$ cat src/rtl/csa_share_arb.sv
// csa_share_arb: round-robin arbiter sharing one carry-select adder
// among FIR requesters, with per-requester stored carry for chaining.
module csa_share_arb #(
   parameter int N_REQ = 4,
   parameter int W     = 16,
   parameter int IDW   = $clog2(N_REQ)
) (
   input  logic               clk,
   input  logic               rst_n,
   input  logic [N_REQ-1:0]   req_valid,
   output logic [N_REQ-1:0]   req_ready,
   input  logic [N_REQ*W-1:0] req_a,
   input  logic [N_REQ*W-1:0] req_b,
   input  logic [N_REQ-1:0]   req_cin,
   input  logic [N_REQ-1:0]   req_chain,
   output logic               rsp_valid,
   input  logic               rsp_ready,
   output logic [IDW-1:0]     rsp_id,
   output logic [W-1:0]       rsp_sum,
   output logic               rsp_cout
);

   localparam int LO = W / 2;
   localparam int HI = W - LO;

   logic [IDW-1:0]   ptr_q, ptr_d;
   logic [N_REQ-1:0] carry_q, carry_d;
   logic             vld_q, vld_d;
   logic [IDW-1:0]   id_q, id_d;
   logic [W-1:0]     sum_q, sum_d;
   logic             cout_q, cout_d;

   logic             slot_free;
   logic             hit;
   logic             accept;
   logic [IDW-1:0]   g;
   logic [IDW-1:0]   cand;

   logic [W-1:0]     a_g, b_g;
   logic             cin_g;
   logic [LO:0]      lo_s;
   logic [HI:0]      hi0, hi1;
   logic [W-1:0]     add_sum;
   logic             add_cout;

   // Rotating-priority search starting at ptr; lowest offset wins.
   always_comb begin
      slot_free = !vld_q | rsp_ready;
      hit       = 1'b0;
      g         = '0;
      cand      = '0;
      for (int k = N_REQ - 1; k >= 0; k--) begin
         cand = IDW'((int'(ptr_q) + k) % N_REQ);
         if (req_valid[cand]) begin
            hit = 1'b1;
            g   = cand;
         end
      end
      accept    = hit & slot_free & rst_n;
      req_ready = '0;
      if (accept) req_ready[g] = 1'b1;
   end

   // Operand mux and carry-select add: high half precomputed for both
   // low-half carries, then selected.
   always_comb begin
      a_g      = req_a[int'(g)*W +: W];
      b_g      = req_b[int'(g)*W +: W];
      cin_g    = req_chain[g] ? carry_q[g] : req_cin[g];
      lo_s     = {1'b0, a_g[LO-1:0]} + {1'b0, b_g[LO-1:0]}
               + {{LO{1'b0}}, cin_g};
      hi0      = {1'b0, a_g[W-1:LO]} + {1'b0, b_g[W-1:LO]};
      hi1      = hi0 + {{HI{1'b0}}, 1'b1};
      add_sum  = {lo_s[LO] ? hi1[HI-1:0] : hi0[HI-1:0],
                  lo_s[LO-1:0]};
      add_cout = lo_s[LO] ? hi1[HI] : hi0[HI];
   end

   // Next state: accept loads the slot, a lone drain empties it.
   always_comb begin
      ptr_d   = ptr_q;
      carry_d = carry_q;
      vld_d   = vld_q;
      id_d    = id_q;
      sum_d   = sum_q;
      cout_d  = cout_q;
      if (accept) begin
         vld_d      = 1'b1;
         id_d       = g;
         sum_d      = add_sum;
         cout_d     = add_cout;
         carry_d[g] = add_cout;
         ptr_d      = (g == IDW'(N_REQ - 1)) ? '0 : IDW'(g + 1'b1);
      end else if (rsp_ready) begin
         vld_d = 1'b0;
      end
   end

   // State registers with synchronous active-low reset.
   always_ff @(posedge clk) begin
      if (!rst_n) begin
         ptr_q   <= '0;
         carry_q <= '0;
         vld_q   <= 1'b0;
         id_q    <= '0;
         sum_q   <= '0;
         cout_q  <= 1'b0;
      end else begin
         ptr_q   <= ptr_d;
         carry_q <= carry_d;
         vld_q   <= vld_d;
         id_q    <= id_d;
         sum_q   <= sum_d;
         cout_q  <= cout_d;
      end
   end

   assign rsp_valid = vld_q;
   assign rsp_id    = id_q;
   assign rsp_sum   = sum_q;
   assign rsp_cout  = cout_q;

endmodule

$ cat config.mk
export PLATFORM = sky130hd
export DESIGN_NAME = csa_share_arb
export DESIGN_NICKNAME = d
export VERILOG_FILES = /design/src/rtl/csa_share_arb.sv
export SDC_FILE = /design/constraint.sdc
export NUM_CORES = 1
export LEC_CHECK = 0
export ABC_CLOCK_PERIOD_IN_PS = 5400
export CORE_UTILIZATION = 40
export CTS_BUF_LIST = sky130_fd_sc_hd__clkbuf_8 sky130_fd_sc_hd__clkbuf_16
export DETAILED_ROUTE_END_ITERATION = 10
export PLACE_DENSITY = 0.83
export SLEW_MARGIN = 10
export SYNTH_ARGS = -nofsm -noshare
export SYNTH_HDL_FRONTEND = slang
export SYNTH_SLANG_ARGS = --single-unit
export TNS_END_PERCENT = 5
$ cat constraint.sdc
create_clock -name clk -period 5.4 [get_ports clk]
set_input_delay 0.81 -clock clk [delete_from_list [all_inputs] [get_ports clk]]
set_output_delay 0.81 -clock clk [all_outputs]
set_load 0.01 [all_outputs]
==> flow_summary.ini, run 1 <==
[cts]
cts.reportedPaths.clkPinSlew_ns = 0.09
clk_root_buffer_cell = clkbuf_8
cts_made_buffers = 3
clock_sinks = 26
clk_path_buf_depth = 2
clock_network_latency_to_the_later_pin_of_the_worst_skew_pair_ns = 0.27
cts_tree = yes
cts_setup_buffers = 0
postCtsHoldBufs = 0
cts-htree-levels = 1
cts-resized-gates = 0

[floorplanning]
design.core.area_mm2 = 0.00721
rows = 31
fp.dieH_um = 88.4
floorplan.io_pins = 167
floorplan.initialDensity_pct = 41.4
die_w_um = 88.4
floorplan.die_area_mm2 = 0.00781

[sta]
grt_setup_unrepaired = no
final_total_negative_setup_slack_ns = 0
timing.final.max_slew_violations = 0
final.setup_skew_ns = 0.00137
setup_violations = 0
worst_slew_margin_rel_pct = 54.3
post-route-min-period_ns = 4.56
max_freq_mhz = 219
hold_viol_final = 0
timing_worst_slew_pin_value_ns = 0.682
layout_worst_path_cycle_share_pct = 84.4

[synth]
synthesized_netlist_cell_count = 457
number_of_flops_mapped_to_enable_cells_by_yosys = 0
synth_warnings = 0
synth.most_common_cell = nand2_1
synth_largest_area_cell = nand2_1
ys_dominant_reg_cell = dfxtp_1
postSynth.asyncResetShare_pct = 0
synthesis.area_per_instance_um2 = 6.53
synth_nets = 623
synth_seq_area_share_pct = 17.4
ys_types = 49
synth.cells.most_frequent = 147 x nand2_1, 37 x and3_1, 34 x a31oi_1
synth_area_leaders = nand2_1 18%, dfxtp_1 17%, ha_1 8.4%
ys_ff_latch = 26
synthesis.area_mm2 = 0.00298
yosys.area.top_type_share_pct = 18.5

[drt]
drt_iter0_drc = 186
routed_via_density = 5.32
avgRoutedWirePerCell_um = 13.6
drc = 0
routed_wl_mm = 9.58
drt-pass1-iter-count = 4
antenna_left = 0
num_vias = 3739

[setup_path]
crit_path_cell_trace = clkdlybuf4s50_1, a21oi_1, o21a_1, o22ai_4, buf_12, nor2_1, a21oi_1, o21ai_0, fa_1, fa_1, a211oi_1, o21ai_1, a31o_1, and4_1, a211o_1, nand3_1
r2r_setup_slack_ns = 1.41
peak_fanout_along_the_critical_path = 70
slowest_stage = clkdlybuf4s50_1
critPathKind = input port to flop
arrival_ns = 4.77
terminus_of_the_critical_flop_to_flop_path = rsp_sum[15]
critPathLaunch = req_valid[0]
critical_path.top_delay_family = compound AO/OA/AOI/OAI gates
startpoint_of_the_worst_slack_reg_to_reg_timing_path = ptr_q[1]
crit_buf_inv = 2
setup.worst_path.end_class = flop
critical_path.startpoint_type = input port
worst_path_largest_cell_delay_ns = 0.53
rr_worst_depth = 15
worst_ep_required_time_ns = 5.61

[hold_path]
hold_depth = 2
hold_class = flop to flop
holdCritStartpoint = rsp_sum[0]
holdPathEnd = rsp_sum[0]

[run_status]
run_status = completed

[layout]
drive_above_1_share_pct = 3.97
finish.cell_count_without_fillers = 703
area_growth_pct = 60.0
nNetsFinal = 771
n_antenna_cell = 0

[placed_design]
detailed_place_hpwl_mm = 7.84
numPortBuffers = 166
dpl.cell_count = 699
place_congestion = 0.818

[global_routing]
first_global_vias = 3485
pin_count_of_the_biggest_net_entering_global_routing = 71
number_of_antenna_violations_at_the_first_check_in_global_routing = 0
grt.overflow.total = 0
grt_pass1_wl_mm = 15.4
globalRouteTotalUtil_pct = 24.5

[pwr]
leakagePower_uw = 0.00208
power.ir.vdd_worst_mv = 0.153
power.density_cell_area_mw_per_mm2 = 356

[flow_run]
cap_viol_max_count = 0
[per-layer routing]
metal	up-vias	global-route usage, %	routed length, µm
li1	1895	-	-
met1	1694	30.3	4040
met2	141	44.3	4770
met3	9	4.10	665
met4	0	5.13	106
met5	-	0	0
[worst max path at each step]
stage                       end  cells past startpoint
detailed placement  rsp_sum[15]                     16
floorplan           rsp_sum[15]                     16
global placement    rsp_sum[15]                     16
finish              rsp_sum[15]                     16
CTS                 rsp_sum[15]                     16
global route         carry_q[1]                     16
[through the flow]
step / instance area, µm² / setup WS, ns / util, % / power (µW) / hold slack, ns
6_report: 4780 / 0.840 / 66.2 / 1700 / 0.463
5_1_grt: 4780 / 0.527 / 66.2 / 1870 / 0.482
4_1_cts: 4780 / 0.819 / 66.2 / 1710 / 0.463
3_5_place_dp: 4720 / 0.566 / 65.4 / 1570 / 0.449
3_3_place_gp: 4720 / 0.668 / 65.4 / 1540 / 0.445
2_1_floorplan: 2980 / 1.30 / - / 1170 / 0.454
[sequential cells by signal, summed over array words and instances, names as in the netlist]
name       flops
rsp_sum       16
ptr_q          2
rsp_cout       1
carry_q        4
rsp_valid      1
rsp_id         2
[layout by cell type, fill, tap and decap left out, drive strengths merged, types with 3 or more instances in the layout]
cell,instances
a211oi,4
a21o,6
a21oi,11
a31oi,34
and3,37
buf,10
clkbuf,4
clkdlybuf4s50,166
dfxtp,26
fa,3
ha,20
inv,10
mux2i,6
nand2,147
nand3,33
nand4,3
nor2,12
nor3,6
nor3b,4
o211ai,5
o21ai,17
or4,6
xnor2,8
xor2,7
[layout make-up]
cell class                      count  area, µm²
Clock buffer                        4       55.1
Fill cell                         633       2440
Inverter                           10       37.5
Multi-Input combinational cell    388       2290
Sequential cell                    26        520
Tap cell                           99        124
Timing Repair Buffer              176       1750
[kinds of logic (layout without fill, tap and decap cells)]
group,after synthesis,after routing,share of synthesized area (%)
flip-flops,26,26,17.4
adder cells (fa/ha/maj),23,23,10.4
multiplexers,7,7,2.39
AND/OR/NAND/NOR,255,255,39.5
XOR/XNOR,15,15,4.40
AO/OA/AOI/OAI,88,88,19.6
buffers and inverters,43,190,6.25
[power breakdown]
part	internal, µW	switching, µW	total (µW)
sequential	256	35.9	292
combinational	598	685	1280
clock	65.2	59.6	125
total	920	781	1700
[worst register-to-register path: cells and delay by family (launching register included)]
family	cells	cell delay [ns]
compound gates	9	1.87
fa+ha+maj	2	0.87
flops	1	0.48
simple gates	3	0.41
buf+inv	1	0.29
Power figures use the tool's default switching activity.
==> run 2: changes to the inputs <==
Settings changed: ABC_CLOCK_PERIOD_IN_PS 5400 to 4320.
Clock period 5.4 ns to 4.32 ns, I/O delays scaled along.
==> run 2 against run 1 <==
Critical path depth rose by 1. Design area rose by 7.3%. First-iteration DRC count fell by 31%. Largest cell class unchanged. Largest power group unchanged.
==> flow_summary.ini, run 2 (synthesis results as in run 1) <==
[run_status]
run_status = completed

[setup_path]
arrival_ns = 4.38
startpoint_of_the_worst_slack_reg_to_reg_timing_path = ptr_q[1]
slowest_stage = or4_1
rr_worst_depth = 16
crit_buf_inv = 3
crit_path_cell_trace = clkdlybuf4s50_1, a21oi_1, o21a_1, o22ai_4, inv_2, buf_12, nand2_1, and3_1, a31oi_1, ha_1, fa_1, a21o_2, a221oi_4, xnor2_1, o31ai_2, or4_1, nand3_1
r2r_setup_slack_ns = 0.50
critPathKind = input port to flop
peak_fanout_along_the_critical_path = 20
terminus_of_the_critical_flop_to_flop_path = carry_q[2]
worst_path_largest_cell_delay_ns = 0.52
worst_ep_required_time_ns = 4.54
critical_path.startpoint_type = input port
critical_path.top_delay_family = compound AO/OA/AOI/OAI gates
setup.worst_path.end_class = flop

[drt]
drc = 0
avgRoutedWirePerCell_um = 13.4
routed_wl_mm = 9.95
routed_via_density = 5.17
num_vias = 3851
drt-pass1-iter-count = 5
drt_iter0_drc = 128
antenna_left = 0

[pwr]
design_power_total_uw = 2430
clockPowerShare_pct = 6.6
power.ir.vdd_worst_mv = 0.230
power_report.internal_total_uw = 1390
power_switching_share_pct = 43.1
power.density_cell_area_mw_per_mm2 = 475
netSwitchingPower_uw = 1050
combinationalPowerShare_pct = 78.3
leakagePower_uw = 0.00228
power.sequential.fraction_pct = 15.1

[hold_path]
holdCritStartpoint = rsp_sum[1]
holdPathEnd = rsp_sum[1]
hold_class = flop to flop
hold_depth = 2

[sta]
timing_worst_slew_pin_value_ns = 0.677
finalWorstSetupSlack_ns = 0.164
final.setup_skew_ns = 0.00311
setup_violations = 0
post-route-min-period_ns = 4.16
hold_viol_final = 0
worst_slew_margin_rel_pct = 54.6
layout_worst_path_cycle_share_pct = 96.2
max_freq_mhz = 241
grt_setup_unrepaired = no
timing.final.max_slew_violations = 0

[cts]
postCtsHoldBufs = 0
clock_network_latency_to_the_later_pin_of_the_worst_skew_pair_ns = 0.28
cts-htree-levels = 1
cts_tree = yes
clock_sinks = 26
cts_made_buffers = 3
clk_root_buffer_cell = clkbuf_8
clk_path_buf_depth = 2
cts.reportedPaths.clkPinSlew_ns = 0.09

[layout]
largest_register_ffs = 16
most_frequent_standard_cell_in_the_layout_excluding_fill_and_tap_cells = clkdlybuf4s50_1
area_growth_pct = 71.7
nNetsFinal = 813
n_antenna_cell = 0
most-common-layout-cells = 166 x clkdlybuf4s50_1, 147 x nand2_1, 49 x buf_4, 37 x and3_1, 34 x a31oi_1
drive_above_1_share_pct = 10.4

[global_routing]
number_of_antenna_violations_at_the_first_check_in_global_routing = 0
grt.overflow.total = 0
grt_pass1_wl_mm = 15.4
pin_count_of_the_biggest_net_entering_global_routing = 26
globalRouteTotalUtil_pct = 24.8
first_global_vias = 3563

[placed_design]
place_congestion = 0.868
place_worst_setup_slack_ns = -0.132
numPortBuffers = 166
detailed_place_hpwl_mm = 8.33

[floorplanning]
fp.dieH_um = 88.4
design.core.area_mm2 = 0.00721
floorplan.initialDensity_pct = 41.4
floorplan.die_area_mm2 = 0.00781
floorplan.io_pins = 167
die_w_um = 88.4
rows = 31

[flow_run]
cap_viol_max_count = 0
-- run 2: cell count changes in the layout (fill, tap and decap cells not counted), sizes merged --
cell,delta
buf,+42
-- run 2: cell type report --
| class | instances | area, µm² |
|---|---|---|
| Clock buffer | 4 | 55.1 |
| Fill cell | 597 | 2090 |
| Inverter | 10 | 37.5 |
| Multi-Input combinational cell | 388 | 2300 |
| Sequential cell | 26 | 520 |
| Tap cell | 99 | 124 |
| Timing Repair Buffer | 218 | 2090 |
-- run 2: power groups by stage --
| stage | clock network, µW | registers [µW] | logic (µW) |
|---|---|---|---|
| 2_1_floorplan | 0 | 392 | 1070 |
| 3_3_place_gp | 0 | 369 | 1830 |
| 3_5_place_dp | 0 | 373 | 1880 |
| 4_1_cts | 161 | 367 | 1890 |
| 5_1_grt | 170 | 376 | 2110 |
| 6_report | 161 | 366 | 1910 |
-- run 2: worst max-delay path by stage --
stage	endpoint	cells past startpoint	from
5_1_grt	rsp_sum[15]	16	req_valid[0]
3_3_place_gp	carry_q[3]	17	req_valid[0]
6_report	carry_q[2]	17	req_valid[0]
4_1_cts	carry_q[2]	17	req_valid[0]
2_1_floorplan	rsp_sum[15]	16	req_valid[2]
3_5_place_dp	carry_q[2]	17	req_valid[0]
-- run 2: tightest hold or removal path, stage by stage, from the launching register on --
cell and delay [ns]:
dfxtp_1 0.32, nand3_1 0.06, nand2_1 0.05
-- run 2: routing by layer --
| metal | wire, µm | GRT usage [%] |
|---|---|---|
| met1 | 4270 | 30.2 |
| met5 | 0 | 0 |
| met4 | 129 | 7.77 |
| met3 | 584 | 2.61 |
| met2 | 4960 | 45.5 |
-- run 2: what timing repair did --
action | CTS | global route
resized for setup | 0 | 2
endpoints found under the hold margin | 0 | 0
setup endpoints to repair | 0 | 5
buffers inserted | 0 | 0
-- run 2: metrics by stage --
| stage | util [%] | cell area (µm²) | TNS, ns | hold WS (ns) | cells |
|---|---|---|---|---|---|
| 6_report | 71.0 | 5120 | 0 | 0.464 | 745 |
| 5_1_grt | 71.0 | 5120 | 0 | 0.506 | 745 |
| 3_5_place_dp | 70.2 | 5060 | -0.562 | 0.454 | 741 |
| 3_3_place_gp | 70.2 | 5060 | 0 | 0.446 | 741 |
| 4_1_cts | 70.9 | 5120 | 0 | 0.468 | 745 |
| 2_1_floorplan | - | 2980 | 0 | 0.454 | 457 |
